### config.mk
export PLATFORM = sky130hd
export DESIGN_NAME = parity_frame_ctrl
export DESIGN_NICKNAME = d
export VERILOG_FILES = /design/src/rtl/parity_pkg.sv /design/src/rtl/parity_frame_ctrl_gen.sv /design/src/rtl/parity_frame_ctrl.sv
export SDC_FILE = /design/constraint.sdc
export NUM_CORES = 1
export LEC_CHECK = 0
export ABC_CLOCK_PERIOD_IN_PS = 1300
export BUFFER_PORTS_ARGS = -buffer_cell sky130_fd_sc_hd__buf_2
export CORE_UTILIZATION = 24
export DETAILED_ROUTE_END_ITERATION = 10
export GPL_ROUTABILITY_DRIVEN = 1
export SYNTH_ARGS = -nofsm -noshare
export SYNTH_HDL_FRONTEND = slang
export SYNTH_SLANG_ARGS = --single-unit
### constraint.sdc
create_clock -name clk -period 1.3 [get_ports clk]
set_clock_uncertainty 0.15 [all_clocks]
set_input_delay 0.065 -clock clk [delete_from_list [all_inputs] [get_ports clk]]
set_output_delay 0.065 -clock clk [all_outputs]
set_load 0.02 [all_outputs]
### src/rtl/parity_pkg.sv
`default_nettype none
// ============================================================================
// Module      : parity_pkg
// Description : Shared widths, FSM state encodings and the nibble parity
//               helper for the parity frame controller and its generator.
// Revision    : 1.0 - initial release
// ============================================================================
package parity_pkg;

  localparam int WORD_W = 5;
  localparam int NIB_W  = 4;

  // FSM state encodings
  localparam logic [0:0] S_DATA  = 1'b0;
  localparam logic [0:0] S_TRAIL = 1'b1;

  // Parity of one nibble; odd=1 inverts so the 5-bit word has odd ones-count
  function automatic logic nib_parity(input logic [NIB_W-1:0] nibble,
                                      input logic odd);
    return (^nibble) ^ odd;
  endfunction

endpackage
`default_nettype wire

### src/rtl/parity_frame_ctrl_gen.sv
`default_nettype none
// ============================================================================
// Module      : parity_frame_ctrl_gen
// Description : 4-bit parity generator, purely combinational.
// Revision    : 1.0 - initial release
// ============================================================================
module parity_frame_ctrl_gen
  import parity_pkg::*;
(
  input  logic [NIB_W-1:0] nibble,
  input  logic             odd,
  output logic             parity
);

  // Parity bit straight from the shared helper
  always_comb begin
    parity = nib_parity(nibble, odd);
  end

endmodule
`default_nettype wire

### src/rtl/parity_frame_ctrl.sv
`default_nettype none
// ============================================================================
// Module      : parity_frame_ctrl
// Description : Streams nibbles through the parity generator, appends the
//               parity bit and closes each frame with a {count, parity}
//               trailer word. Build option: ODD_PARITY_EN selects odd parity.
// Revision    : 1.0 - initial release
// ============================================================================
module parity_frame_ctrl
  import parity_pkg::*;
#(
  parameter  int MAX_NIBBLES = 8,
  localparam int CW          = $clog2(MAX_NIBBLES + 1)
) (
  input  logic              clk,
  input  logic              rst,
  input  logic              in_valid,
  output logic              in_ready,
  input  logic [NIB_W-1:0]  in_data,
  input  logic              in_last,
  output logic              out_valid,
  input  logic              out_ready,
  output logic [WORD_W-1:0] out_data,
  output logic              out_trailer,
  output logic              ovf_pulse,
  output logic [7:0]        frame_cnt
);

  localparam logic [CW-1:0] MAX_CNT = CW'(MAX_NIBBLES);

`ifdef ODD_PARITY_EN
  localparam logic ODD_SEL = 1'b1;
`else
  localparam logic ODD_SEL = 1'b0;
`endif

  logic [0:0]        state_q, state_d;
  logic [CW-1:0]     cnt_q, cnt_d;
  logic              acc_q, acc_d;
  logic              out_valid_q, out_valid_d;
  logic [WORD_W-1:0] out_data_q, out_data_d;
  logic              out_trailer_q, out_trailer_d;
  logic              ovf_q, ovf_d;
  logic [7:0]        frame_cnt_q, frame_cnt_d;

  logic              nib_par;
  logic              slot_free;
  logic              accept;
  logic [CW-1:0]     cnt_inc;
  logic              cnt_hit;
  logic [NIB_W-1:0]  cnt_nib;

  parity_frame_ctrl_gen u_gen (
    .nibble (in_data),
    .odd    (ODD_SEL),
    .parity (nib_par)
  );

  // Handshake qualifiers; nothing is accepted while reset is asserted
  always_comb begin
    slot_free = !out_valid_q || out_ready;
    in_ready  = !rst && (state_q == S_DATA) && slot_free;
    accept    = in_valid && in_ready;
    cnt_inc   = cnt_q + 1'b1;
    cnt_hit   = (cnt_inc == MAX_CNT);
    cnt_nib   = NIB_W'(cnt_q);
  end

  // Next-state: FSM, counters, output register and frame counter
  always_comb begin
    state_d       = state_q;
    cnt_d         = cnt_q;
    acc_d         = acc_q;
    out_valid_d   = out_valid_q && !out_ready;
    out_data_d    = out_data_q;
    out_trailer_d = out_trailer_q;
    ovf_d         = 1'b0;
    frame_cnt_d   = frame_cnt_q;

    if (out_valid_q && out_ready && out_trailer_q) begin
      frame_cnt_d = frame_cnt_q + 8'd1;
    end

    if (state_q == S_DATA) begin
      if (accept) begin
        out_data_d    = {in_data, nib_par};
        out_valid_d   = 1'b1;
        out_trailer_d = 1'b0;
        acc_d         = acc_q ^ nib_par;
        cnt_d         = cnt_inc;
        if (in_last || cnt_hit) begin
          state_d = S_TRAIL;
        end
        ovf_d = cnt_hit && !in_last;
      end
    end else begin
      if (slot_free) begin
        out_data_d    = {cnt_nib, acc_q};
        out_valid_d   = 1'b1;
        out_trailer_d = 1'b1;
        acc_d         = 1'b0;
        cnt_d         = '0;
        state_d       = S_DATA;
      end
    end
  end

  // State registers with synchronous reset; a partial frame is dropped
  always_ff @(posedge clk) begin
    if (rst) begin
      state_q       <= S_DATA;
      cnt_q         <= '0;
      acc_q         <= 1'b0;
      out_valid_q   <= 1'b0;
      out_data_q    <= '0;
      out_trailer_q <= 1'b0;
      ovf_q         <= 1'b0;
      frame_cnt_q   <= 8'd0;
    end else begin
      state_q       <= state_d;
      cnt_q         <= cnt_d;
      acc_q         <= acc_d;
      out_valid_q   <= out_valid_d;
      out_data_q    <= out_data_d;
      out_trailer_q <= out_trailer_d;
      ovf_q         <= ovf_d;
      frame_cnt_q   <= frame_cnt_d;
    end
  end

  assign out_valid   = out_valid_q;
  assign out_data    = out_data_q;
  assign out_trailer = out_trailer_q;
  assign ovf_pulse   = ovf_q;
  assign frame_cnt   = frame_cnt_q;

endmodule
`default_nettype wire

==> flow_summary.toml <==
[finish]
fin_area_um2 = 1550
fin_cells = 216
nets = 178
syn_to_final_growth_pct = 46.2
antenna_cells = 0
final_layout_size_suffix_gt1_share_pct = 42.2

[route]
routed_wl_um = 2530
wl_per_cell_um = 11.7
drtPass1Iterations = 4
drtIter0Drc = 18
drc = 0
avgViaCountPerCell = 4.64
antenna_left = 0
vias = 1002

[clock_tree]
cts_max_level = 1
numCtsBuffers = 3
cts_buffer_depth = 2
cts_tree = "yes"
worstSkewPairLatency_ns = 0.27
path_clk_slew_ns = 0.09
clkSinkCount = 22
cts-root-buf = "clkbuf_8"

[grt]
grt_overflow_total = 0
grt_use_total_pct = 12.3
grt_max_degree = 25
grt_pass1_vias = 981
grt_util_met3_pct = 2.00
top_usage_layer = "met2"
met1_usage_pct = 15.9
grt_pass1_wl_um = 4340
met2_usage_pct = 20.8
grt_antenna_before_repair = 0

[pwr]
p_leak_nw = 0.654
p_sw_mw = 0.422
seqPwrFrac_pct = 43.6
swShare_pct = 25.2
power.internal_mw = 1.25
combPwrFrac_pct = 17.4
vdd_drop_max_v = 0.000349
power_density_nw_per_um2 = 1080
p_clk_share_pct = 39.0

[timing]
tightest_slew_ns = 0.303
min_period_over_period_pct = 103
fmax_ghz = 0.744
finalSetupViolCount = 6
setup_slack_ns = -0.0438
timing.final.crit_period_ns = 1.34
slew_headroom_pct = 79.7
rsz0062_at_grt = "true"
drv_slew = 0
finalHoldViolCount = 0

[place]
dpl.cell_count = 206
placed_area_um2 = 1360
place_congestion = 0.784
dp_hpwl_um = 1780
port_buffers = 25

[synth]
async_flop_share_pct = 0
yosysTopAreaCell = "dfxtp_1"
yosysMostFrequentCell = "dfxtp_1"
ys_types = 30
netlist_instances = 122
ys.warnings.count = 0
ys_top_cells_by_area = "dfxtp_1, xor2_1, nor2_1, mux2i_1, xnor2_1"
ys.flop_type = "dfxtp_1"
ys_seq_elements = 22
synthesis.area_um2 = 1060
yosysTopAreaCellShare_pct = 41.7
synth_seq_area_share_pct = 41.7
synth.top_cells.by_count = "dfxtp_1, nor2_1, nand2_1"
synth-edff-count = 0
synth_fp_nets = 133
avgSynthCellArea_um2 = 8.67

[status]
status = "finished, violations left"
violations = "setup timing"

[hold_path]
hold_class = "in2reg"
hp-start = "in_valid"

[setup_path]
crit_fanout = 4
cp-end-kind = "output port"
reg2reg_from = "cnt_nib[0]$_SDFFE_PP0P_"
r2r_slack_ns = -0.02
path_class = "reg2out"
worstPathRequired_ns = 1.09
crit_path_start_kind = "register"
arrival_ns = 1.13
crit_path_start = "out_valid$_SDFF_PP0_"

[floorplanning]
fp-row-count = 23
die_area_um2 = 4670
die_y_um = 68.4
core_um2 = 4120
die_w_um = 68.4
initial_core_util_pct = 25.7
boundaryPins = 26

[flow_run]
drv_cap = 0
## sequential cells by signal (all words and copies together) (netlist names)
signal	flops
cnt_nib	4
ovf_pulse	1
frame_cnt	8
out_data	5
state_q	1
acc_q	1
out_valid	1
out_trailer	1
## through the flow
| step | hold WS, ns | worst slack (ns) | setup TNS (ns) | total power, mW | util (%) |
|---|---|---|---|---|---|
| after floorplan | -0.00828 | -0.0274 | -0.0274 | 0.899 | - |
| after global placement | 0.102 | -0.0350 | -0.0794 | 0.990 | 32.9 |
| after detailed placement | 0.106 | -0.0520 | -0.207 | 0.992 | 32.9 |
| after CTS | 0.00173 | -0.0464 | -0.0793 | 1.67 | 36.5 |
| after global routing | 0.0182 | -0.0901 | -0.890 | 1.73 | 37.5 |
| final | 0.00997 | -0.0438 | -0.107 | 1.68 | 37.5 |
## placed cells by master (no fill, tap or decap), types with 2 or more instances in the layout
cell type,instances
dfxtp_1,17
buf_4,21
xnor2_1,5
clkbuf_8,3
nand2_1,7
xor2_1,7
nand2b_1,2
o21ai_0,2
a31oi_1,4
nor2_1,15
a211oi_1,3
buf_6,3
dfxtp_2,4
nand3_1,3
and3_1,2
nand4_1,4
a21oi_1,6
mux2i_1,5
buf_2,24
## critical path, cell delays in order (launching register included)
cell and delay, ns:
dfxtp_2 0.33, nor2b_4 0.13, buf_4 0.15, nor3_4 0.11
buf_6 0.14
## cell type report
class	count	area (µm²)
fill	417	2570
multi-input combinational	89	633
inverter	2	7.51
sequential	22	449
clock inverter	1	30.0
tap	50	62.6
timing repair buffer	49	322
clock buffer	3	41.3
## per-layer routing
metal,vias to the layer above,share of wire [%]
met2,13,48
met1,465,49
li1,520,-
met4,0,1.5
met5,-,0
met3,4,1.9
## cells by family (layout without fill, tap and decap cells)
kind of cell             after synthesis  count (layout)  synth area share [%]
AO/OA/AOI/OAI                         23              24                  15.5
flip-flops                            22              22                  41.7
buffers and inverters                 12              55                  4.85
multiplexers                           5               5                  4.73
adder cells (fa/ha/maj)                2               2                  2.37
AND/OR/NAND/NOR                       46              46                  20.9
XOR/XNOR                              12              12                  9.94
## what timing repair did
action	in CTS	in global routing
buffers inserted	4	1
hold buffers	1	0
setup endpoints to repair	10	16
resized for setup	10	11
cloned	1	0
hold endpoints to repair	1	0
pin swaps	2	15
## worst paths after layout
check | end | cells after the start
setup reg to reg | state_q$_SDFF_PP0_ | 4
hold reg to reg | out_trailer$_SDFFE_PP0P_ | 2
hold / removal | ovf_pulse$_SDFF_PP0_ | 3
setup / recovery | in_ready | 4
## power groups by stage
stage / sequential, mW / combinational (mW) / clock, mW
finish: 0.731 / 0.291 / 0.653
global route: 0.734 / 0.320 / 0.678
CTS: 0.728 / 0.277 / 0.662
detailed placement: 0.743 / 0.248 / 0
global placement: 0.742 / 0.248 / 0
floorplan: 0.765 / 0.134 / 0
Power figures use the tool's default switching activity.
